--- src/rtl/mips_pkg.sv ---
// Encodings shared by the MIPS pipeline stages: ALU operations, destination-register
// selection, memory access widths and the operand-forwarding helper.
package mips_pkg;

    typedef enum logic [3:0] {
        ALU_ADD  = 4'b0000,
        ALU_SUB  = 4'b0001,
        ALU_AND  = 4'b0010,
        ALU_OR   = 4'b0011,
        ALU_XOR  = 4'b0100,
        ALU_NOR  = 4'b0101,
        ALU_SLT  = 4'b0110,
        ALU_SLTU = 4'b0111,
        ALU_SLL  = 4'b1000,
        ALU_SRL  = 4'b1001,
        ALU_SRA  = 4'b1010,
        ALU_SLLV = 4'b1011,
        ALU_SRLV = 4'b1100,
        ALU_SRAV = 4'b1101,
        ALU_LUI  = 4'b1110,
        ALU_ZERO = 4'b1111
    } alu_op_e;

    typedef enum logic [1:0] {
        DST_RT   = 2'b00,
        DST_RD   = 2'b01,
        DST_R31  = 2'b10,
        DST_ZERO = 2'b11
    } reg_dst_e;

    localparam logic [1:0] BYTE      = 2'b00;
    localparam logic [1:0] HALF_WORD = 2'b01;
    localparam logic [1:0] WORD      = 2'b10;

    localparam logic [4:0] REG_LINK = 5'd31;

    // EX/MEM is the younger producer, so it is checked before WB; r0 never forwards.
    function automatic logic [31:0] fwd_select(
        input logic        exmem_ok,
        input logic [4:0]  exmem_reg,
        input logic [31:0] exmem_data,
        input logic        wb_ok,
        input logic [4:0]  wb_reg,
        input logic [31:0] wb_data,
        input logic [4:0]  src_reg,
        input logic [31:0] raw_data
    );
        if (exmem_ok && exmem_reg != 5'd0 && exmem_reg == src_reg)
            return exmem_data;
        else if (wb_ok && wb_reg != 5'd0 && wb_reg == src_reg)
            return wb_data;
        else
            return raw_data;
    endfunction

endpackage

--- src/rtl/alu.sv ---
// Combinational 32-bit MIPS ALU. Immediate shifts use shamt_i, variable shifts use a_i[4:0].
module alu
    import mips_pkg::*;
(
    input  logic [31:0] a_i,
    input  logic [31:0] b_i,
    input  logic [4:0]  shamt_i,
    input  alu_op_e     op_i,
    output logic [31:0] result_o
);

    logic slt_signed;
    logic slt_unsigned;

    assign slt_signed   = $signed(a_i) < $signed(b_i);
    assign slt_unsigned = a_i < b_i;

    always_comb begin
        result_o = 32'd0;
        case (op_i)
            ALU_ADD:  result_o = a_i + b_i;
            ALU_SUB:  result_o = a_i - b_i;
            ALU_AND:  result_o = a_i & b_i;
            ALU_OR:   result_o = a_i | b_i;
            ALU_XOR:  result_o = a_i ^ b_i;
            ALU_NOR:  result_o = ~(a_i | b_i);
            ALU_SLT:  result_o = {31'd0, slt_signed};
            ALU_SLTU: result_o = {31'd0, slt_unsigned};
            ALU_SLL:  result_o = b_i << shamt_i;
            ALU_SRL:  result_o = b_i >> shamt_i;
            ALU_SRA:  result_o = $unsigned($signed(b_i) >>> shamt_i);
            ALU_SLLV: result_o = b_i << a_i[4:0];
            ALU_SRLV: result_o = b_i >> a_i[4:0];
            ALU_SRAV: result_o = $unsigned($signed(b_i) >>> a_i[4:0]);
            ALU_LUI:  result_o = {b_i[15:0], 16'h0000};
            default:  result_o = 32'd0;
        endcase
    end

endmodule

--- src/rtl/etapa_ex.sv ---
// Execute stage: forwards rs/rt from EX/MEM and WB, runs the ALU, picks the destination
// register and loads the EX/MEM pipeline register.
module etapa_ex
    import mips_pkg::*;
(
    input  logic        i_clk,
    input  logic        i_reset,
    input  logic        i_enable,
    input  logic [31:0] i_rs_data,
    input  logic [31:0] i_rt_data,
    input  logic [31:0] i_imm,
    input  logic [4:0]  i_rs,
    input  logic [4:0]  i_rt,
    input  logic [4:0]  i_rd,
    input  logic [31:0] i_pc_plus_8,
    input  logic [3:0]  i_EX_alu_op,
    input  logic        i_EX_alu_src,
    input  logic [1:0]  i_EX_reg_dst,
    input  logic        i_EX_link,
    input  logic        i_WB_write,
    input  logic        i_WB_mem_to_reg,
    input  logic        i_MEM_read,
    input  logic        i_MEM_write,
    input  logic        i_MEM_unsigned,
    input  logic [1:0]  i_MEM_byte_half_word,
    input  logic        i_fwd_WB_write,
    input  logic [4:0]  i_fwd_WB_reg,
    input  logic [31:0] i_fwd_WB_data,
    output logic        o_WB_write,
    output logic        o_WB_mem_to_reg,
    output logic        o_MEM_read,
    output logic        o_MEM_write,
    output logic        o_MEM_unsigned,
    output logic [1:0]  o_MEM_byte_half_word,
    output logic [31:0] o_ALU_result,
    output logic [31:0] o_data_to_write_in_MEM,
    output logic [4:0]  o_write_reg
);

    logic        wb_write_q, wb_mem_to_reg_q, mem_read_q, mem_write_q, mem_unsigned_q;
    logic [1:0]  mem_bhw_q;
    logic [31:0] alu_result_q, store_data_q;
    logic [4:0]  write_reg_q;

    logic [31:0] rs_fwd, rt_fwd, operand_b, alu_out, result_d;
    logic [4:0]  write_reg_d;
    logic        exmem_fwd_ok;

    // The EX/MEM entry is only a forwarding source when both write-back flags are set.
    assign exmem_fwd_ok = wb_write_q && wb_mem_to_reg_q;

    assign rs_fwd = fwd_select(exmem_fwd_ok, write_reg_q, alu_result_q,
                               i_fwd_WB_write, i_fwd_WB_reg, i_fwd_WB_data, i_rs, i_rs_data);
    assign rt_fwd = fwd_select(exmem_fwd_ok, write_reg_q, alu_result_q,
                               i_fwd_WB_write, i_fwd_WB_reg, i_fwd_WB_data, i_rt, i_rt_data);

    assign operand_b = i_EX_alu_src ? i_imm : rt_fwd;

    alu u_alu (
        .a_i      (rs_fwd),
        .b_i      (operand_b),
        .shamt_i  (i_imm[10:6]),
        .op_i     (alu_op_e'(i_EX_alu_op)),
        .result_o (alu_out)
    );

    assign result_d = i_EX_link ? i_pc_plus_8 : alu_out;

    always_comb begin
        write_reg_d = 5'd0;
        case (reg_dst_e'(i_EX_reg_dst))
            DST_RT:  write_reg_d = i_rt;
            DST_RD:  write_reg_d = i_rd;
            DST_R31: write_reg_d = REG_LINK;
            default: write_reg_d = 5'd0;
        endcase
    end

    always_ff @(posedge i_clk) begin
        if (i_reset) begin
            wb_write_q      <= 1'b0;
            wb_mem_to_reg_q <= 1'b0;
            mem_read_q      <= 1'b0;
            mem_write_q     <= 1'b0;
            mem_unsigned_q  <= 1'b0;
            mem_bhw_q       <= 2'b00;
            alu_result_q    <= 32'd0;
            store_data_q    <= 32'd0;
            write_reg_q     <= 5'd0;
        end else if (i_enable) begin
            wb_write_q      <= i_WB_write;
            wb_mem_to_reg_q <= i_WB_mem_to_reg;
            mem_read_q      <= i_MEM_read;
            mem_write_q     <= i_MEM_write;
            mem_unsigned_q  <= i_MEM_unsigned;
            mem_bhw_q       <= i_MEM_byte_half_word;
            alu_result_q    <= result_d;
            store_data_q    <= rt_fwd;
            write_reg_q     <= write_reg_d;
        end
    end

    assign o_WB_write             = wb_write_q;
    assign o_WB_mem_to_reg        = wb_mem_to_reg_q;
    assign o_MEM_read             = mem_read_q;
    assign o_MEM_write            = mem_write_q;
    assign o_MEM_unsigned         = mem_unsigned_q;
    assign o_MEM_byte_half_word   = mem_bhw_q;
    assign o_ALU_result           = alu_result_q;
    assign o_data_to_write_in_MEM = store_data_q;
    assign o_write_reg            = write_reg_q;

endmodule

--- config.mk ---
export PLATFORM = sky130hd
export DESIGN_NAME = etapa_ex
export DESIGN_NICKNAME = d
export VERILOG_FILES = /design/src/rtl/mips_pkg.sv /design/src/rtl/alu.sv /design/src/rtl/etapa_ex.sv
export SDC_FILE = /design/constraint.sdc
export NUM_CORES = 1
export LEC_CHECK = 0
export BUFFER_PORTS_ARGS = -buffer_cell sky130_fd_sc_hd__buf_2
export CAP_MARGIN = 10
export CORE_MARGIN = 5
export CORE_UTILIZATION = 32
export CTS_CLUSTER_SIZE = 28
export DETAILED_ROUTE_END_ITERATION = 7
export PLACE_DENSITY = 0.61
export SETUP_SLACK_MARGIN = 0.05
export SKIP_LAST_GASP = 1
export SYNTH_ARGS = -nofsm -noshare
export SYNTH_HDL_FRONTEND = slang
export SYNTH_HIERARCHICAL = 1
export SYNTH_SLANG_ARGS = --single-unit
--- constraint.sdc ---
create_clock -name i_clk -period 9.3 [get_ports i_clk]
set_input_delay 1.86 -clock i_clk [delete_from_list [all_inputs] [get_ports i_clk]]
set_output_delay 1.86 -clock i_clk [all_outputs]
set_load 0.1 [all_outputs]
# Word level (Yosys, flattened, before mapping)
# Cells that the tools add are included.
[totals] register_bits=76
[classes] reduce_logical=11 bitwise_logic=4 addsub=2 shifts=6 n_eq_ne=20 mux=8 n_lt_le_gt_ge=2
[op_table] cell="32-bit one-hot mux with 15 select lines" n=1
[op_table] cell="32-bit two-way mux" n=6
[op_table] cell="32-bit < comparator" n=2
[op_table] cell="32-bit by 5-bit << shifter with 32-bit output" n=2
[op_table] cell="32-bit by 5-bit >> shifter with 32-bit output" n=2
[op_table] cell="32-bit by 5-bit >>> shifter with 32-bit output" n=2
[op_table] cell="32-bit adder" n=1
[op_table] cell="32-bit AND" n=1
[op_table] cell="32-bit inverter" n=1
[op_table] cell="32-bit bitwise OR" n=1
[op_table] cell="32-bit subtractor" n=1
[op_table] cell="32-bit XOR" n=1
[op_table] cell="4-bit equality test, second input constant" n=7
[op_table] cell="5-bit equality test" n=4
[op_table] cell="4-bit by 3-bit equality test with 1-bit output, second input constant" n=4
[op_table] cell="5-bit one-hot mux with 3 select lines" n=1
[op_table] cell="5-bit nonzero test" n=2
[op_table] cell="4-bit by 2-bit equality test with 1-bit output, second input constant" n=2
[op_table] cell="1-bit logical AND" n=7
[op_table] cell="4-bit by 1-bit equality test with 1-bit output, second input constant" n=1
[op_table] cell="4-bit zero test" n=1
[op_table] cell="2-bit by 1-bit equality test with 1-bit output, second input constant" n=1
[op_table] cell="2-bit equality test, second input constant" n=1
[op_table] cell="2-bit zero test" n=1

# Depth between registers and ports, before layout
[logic_depth] word_depth=10 depth_mapped=22 ltp_nobuf=19

# Cells and area by module
# The synthesis kept the hierarchy.
[by_module_without_submodules] module="alu" area_per_inst_um2=10618.9 instances=1 cells_each=1492
[by_module_without_submodules] module="etapa_ex" area_per_inst_um2=5851.9 instances=1 cells_each=748

# Least setup slack after synthesis
# Ideal clock, no wire load.
[synth_timing] path_type="in2reg" from="input port i_fwd_WB_reg[1]" to="register alu_result_q[16], in the netlist o_ALU_result[16]" path_stages=21 arrival_time_ps=6634 n_path_buf=3 slack_ps=2529 setup_time_ps=138 path_cell_list="or4_1 -> o21a_1 -> and4_1 -> clkbuf_1 -> buf_4 -> mux2i_1 -> a21oi_1 -> clkbuf_1 -> inv_1 -> fa_1 -> or2_2 -> a221oi_1 -> o211a_1 -> nor2_1 -> o21a_1 -> o31ai_2 -> a21oi_1 -> a221o_1 -> a221o_1 -> mux2i_1 -> a211oi_1"
[synth_rtl] element="start, declared" line_no="etapa_ex.sv:27" text="input logic [4:0] i_fwd_WB_reg,"
[synth_rtl] element="5-bit nonzero test" line_no="mips_pkg.sv:50" text="else if (wb_ok && wb_reg != 5'd0 && wb_reg == src_reg)"
[synth_rtl] element="1-bit logical AND" line_no="mips_pkg.sv:50"
[synth_rtl] element="1-bit logical AND *" line_no="mips_pkg.sv:50"
[synth_rtl] element="32-bit two-way mux *" line_no="mips_pkg.sv:50"
[synth_rtl] element="32-bit two-way mux *" line_no="mips_pkg.sv:48" text="if (exmem_ok && exmem_reg != 5'd0 && exmem_reg == src_reg)"
[synth_rtl] element="via rs_fwd[1]" line_no="etapa_ex.sv:45" text="logic [31:0] rs_fwd, rt_fwd, operand_b, alu_out, result_d;"
[synth_rtl] element="32-bit subtractor, or another cell as far along" line_no="alu.sv:22" text="ALU_SUB: result_o = a_i - b_i;"
[synth_rtl] element="32-bit one-hot mux with 15 select lines *" line_no="alu.sv:20" text="case (op_i)"
[synth_rtl] element="via alu_out[16]" line_no="etapa_ex.sv:45"
[synth_rtl] element="32-bit two-way mux *" line_no="etapa_ex.sv:67" text="assign result_d = i_EX_link ? i_pc_plus_8 : alu_out;"
[synth_rtl] element="end signal, assigned" line_no="etapa_ex.sv:97" text="alu_result_q <= result_d;"
[synth_rtl] element="end, declared" line_no="etapa_ex.sv:42" text="logic [31:0] alu_result_q, store_data_q;"
# The timed path passes the listed nets; every way through them passes the cells marked *.
# A chain may end at the register's enable or synchronous reset.

# Worst setup path in the final report
[layout_timing] from="input port i_fwd_WB_reg[1]" to="register alu_result_q[30], in the netlist o_ALU_result[30]"
[layout_rtl] element="5-bit nonzero test" line_no="mips_pkg.sv:50"
[layout_rtl] element="1-bit logical AND" line_no="mips_pkg.sv:50"
[layout_rtl] element="1-bit logical AND *" line_no="mips_pkg.sv:50"
[layout_rtl] element="32-bit two-way mux *" line_no="mips_pkg.sv:50"
[layout_rtl] element="32-bit two-way mux *" line_no="mips_pkg.sv:48"
[layout_rtl] element="32-bit two-way mux *" line_no="etapa_ex.sv:57" text="assign operand_b = i_EX_alu_src ? i_imm : rt_fwd;"
[layout_rtl] element="via operand_b[16]" line_no="etapa_ex.sv:45"
[layout_rtl] element="32-bit subtractor, or another cell as far along" line_no="alu.sv:22"
[layout_rtl] element="32-bit one-hot mux with 15 select lines *" line_no="alu.sv:20"
[layout_rtl] element="via alu_out[30]" line_no="etapa_ex.sv:45"
[layout_rtl] element="32-bit two-way mux *" line_no="etapa_ex.sv:67"
# Marked as above.

==> results.json <==
{
  "clock-root-buffer": "clkbuf_16",
  "reg2reg_from": "o_write_reg[4]",
  "p_per_area_nw_per_um2": 116,
  "synth-edff-count": 0,
  "worst-path-buf-inv": 5,
  "arrival_ps": 8410,
  "crit_required_ps": 9580,
  "syn_area_per_cell_um2": 7.35,
  "vias": 19900,
  "die_h_um": 237,
  "finalSetupTns_ps": 0,
  "worstReg2RegEnd": "o_ALU_result[30]",
  "core-area_um2": 51200,
  "rr_worst_depth": 20,
  "netlist_area_um2": 16500,
  "syn_nets": 2539,
  "outcome": "complete, but fails checks",
  "cts-htree-levels": 3,
  "dieArea_um2": 56100,
  "slew-limit-headroom_pct": 21.0,
  "crit_type": "primary input to flip-flop",
  "min_path_type": "flip-flop to flip-flop",
  "crit_path_end_kind": "flip-flop",
  "dr.pass1.iters": 8,
  "cts_sinks": 76,
  "num-nets-final": 2697,
  "use_met2_pct": 48.3,
  "holdPathEnd": "o_MEM_byte_half_word[0]",
  "drc": 7,
  "synth_seq_cells": 76,
  "post-route-min-period_ps": 8130,
  "max_stage_delay_ps": 710,
  "finalPower_mw": 2.18,
  "slew_viol_final": 0,
  "vdd_drop_max_uv": 84.5,
  "tightest_slew_ps": 1190,
  "rsz0062_at_grt": "no",
  "crit_family": "compound AO/OA/AOI/OAI gates",
  "min_period_over_period_pct": 87.4,
  "drive_above_1_share_pct": 22.1,
  "fmax_ghz": 0.123,
  "cts.path.max_buffers": 2,
  "placedInstanceArea_um2": 18400,
  "ios": 275,
  "finalSetupViolCount": 0,
  "final_util_pct": 36.7,
  "crit_slowest_cell": "a211oi_1",
  "grt_use_total_pct": 30.6,
  "num_rows": 83,
  "clk_latency_ps": 370,
  "grt.overflow.total": 0,
  "wirelength_um": 91600,
  "post-cts-setup-buffers": 0,
  "grt_busiest_layer": "met2",
  "antenna_found_initial": 4,
  "worstHoldStart": "o_MEM_byte_half_word[0]",
  "worstPathCellList": "buf_2 > or4_1 > o21a_1 > buf_4 > and3_2 > buf_4 > a211oi_1 > o31ai_1 > buf_4 > inv_1 > ha_1 > and3_1 > o2111ai_1 > a211oi_1 > or4b_1 > a21oi_1 > o211ai_1 > and2_1 > o211ai_1 > o22ai_1 > mux2i_1 > a211oi_1",
  "grtUsageMet1_pct": 40.5,
  "cts_hold_buf": 0,
  "cp.depth": 22,
  "syn_inst": 2240,
  "hpwl_um": 71100,
  "timing.hold.ws_ps": 504,
  "startpoint": "i_fwd_WB_reg[1]",
  "final_common_cell": "buf_2",
  "fin_worst_skew_ps": 12.5,
  "async_flop_share_pct": 0,
  "drtIter0Drc": 2668,
  "routedWlPerCell_um": 29.7,
  "hold_viol_final": 0,
  "cts_resized": 0,
  "synth_ff_type": "dfxtp_1",
  "grt_pass1_wl_um": 131000,
  "nFillCells": 5419,
  "start_util_pct": 32.2,
  "synth.distinct_cells": 87,
  "synth_warnings": 6,
  "reg2reg_slack_ps": 2780,
  "gp_congestion": 1.04,
  "numPortBuffers": 274,
  "fin_area_um2": 18800,
  "grt_pass1_vias": 18700,
  "final_cell_mix": "272 x buf_2, 222 x nor2_1, 206 x nand2_1",
  "path_clk_slew_ps": 70,
  "dieWidth_um": 237,
  "synth_seq_area_share_pct": 9.24,
  "cts_tree": "done",
  "numCtsBuffers": 9,
  "avgViaCountPerCell": 6.46,
  "leakage_nw": 8.06,
  "critical_path.max_fanout": 34,
  "maxCapViolCount": 0,
  "hold_depth": 2,
  "synthToLayoutAreaGrowth_pct": 13.9,
  "grt.met3_usage_pct": 6.56,
  "failed_checks": "DRC",
  "ant_nets": 0,
  "grt_max_degree": 81,
  "start_kind": "primary input"
}
[worst min-delay path: stages (launching register included)]
cell and delay [ps]:
dfxtp_1 330, mux2i_1 70, nor2_1 70
[cells in the mapped netlist (8+ instances only)]
cell	count	area share [%]
nand4_1	16	0.61
nor2b_1	13	0.49
o31ai_1	44	2.0
a221oi_1	30	1.6
o21bai_1	15	0.68
nand3_1	47	1.4
nand2b_1	52	2.0
o2111ai_1	8	0.43
o221ai_2	30	2.7
a211oi_1	82	3.7
buf_1	9	0.21
mux4_2	52	7.1
o21a_1	10	0.46
mux2i_1	199	12
inv_1	137	3.1
mux2_2	14	0.96
nor2_1	224	5.1
a221o_1	13	0.79
a22oi_1	12	0.55
nand4b_1	33	1.8
a222oi_1	8	0.49
or3_1	10	0.38
o21ai_0	90	2.7
nand2_1	206	4.7
buf_4	12	0.55
o211ai_1	38	1.7
a31oi_1	47	1.8
o22ai_1	18	0.68
a21o_1	11	0.50
xor2_1	16	0.85
nor3_1	27	0.82
buf_2	22	0.67
clkbuf_1	151	3.4
o221ai_1	17	0.90
xnor2_1	11	0.58
and3_1	12	0.46
dfxtp_1	76	9.2
buf_6	18	1.2
a21oi_1	193	5.9
ha_1	98	7.4
a32oi_1	10	0.53
[cell families (layout without fill, tap and decap cells)]
group,after synthesis,after routing,synth area share (%)
AND/OR/NAND/NOR,674,674,19.3
flip-flops,76,76,9.24
buffers and inverters,349,512,9.21
other,0,4,0
AO/OA/AOI/OAI,741,741,32.1
multiplexers,273,273,21.0
adder cells (fa/ha/maj),100,100,7.69
XOR/XNOR,27,27,1.44
[how the worst max path moves through the flow]
stage / slack, ps / to
final: 1170 / o_ALU_result[30]
after global routing: 880 / o_ALU_result[0]
after CTS: 1400 / o_ALU_result[0]
after detailed placement: 1070 / o_ALU_result[0]
after global placement: 1060 / o_ALU_result[30]
after floorplan: 2530 / o_ALU_result[16]
[area by class of cell]
class / count / area (µm²) / area share, %
clock buffer: 11 / 253 / 1.35
multi-input combinational: 1815 / 13500 / 72.2
timing repair buffer: 359 / 2010 / 10.7
tap: 680 / 851 / 4.53
antenna: 4 / 10.0 / 0.0533
clock inverter: 5 / 57.6 / 0.307
sequential: 76 / 1520 / 8.11
inverter: 137 / 514 / 2.74
[stage by stage]
stage	worst slack (ps)	cells
2_1_floorplan	2530	2240
3_3_place_gp	1060	3067
3_5_place_dp	1070	3067
4_1_cts	1400	3083
5_1_grt	882	3085
6_report	1170	3087
[per-layer routing]
layer / wire (µm) / part of all wire [%] / up-vias
met5: 13 / 0.014 / -
met4: 4560 / 5.0 / 2
met3: 8670 / 9.5 / 239
met2: 41200 / 45 / 1257
met1: 37100 / 41 / 9702
li1: - / - / 8741
[power by group]
part           leakage [nW]  internal (mW)  total, mW  switching, mW
registers             0.629          0.350      0.384         0.0338
logic                  7.27          0.431       1.40          0.974
clock network         0.156          0.223      0.388          0.165
Note: power is estimated with default switching activity, not from simulation.
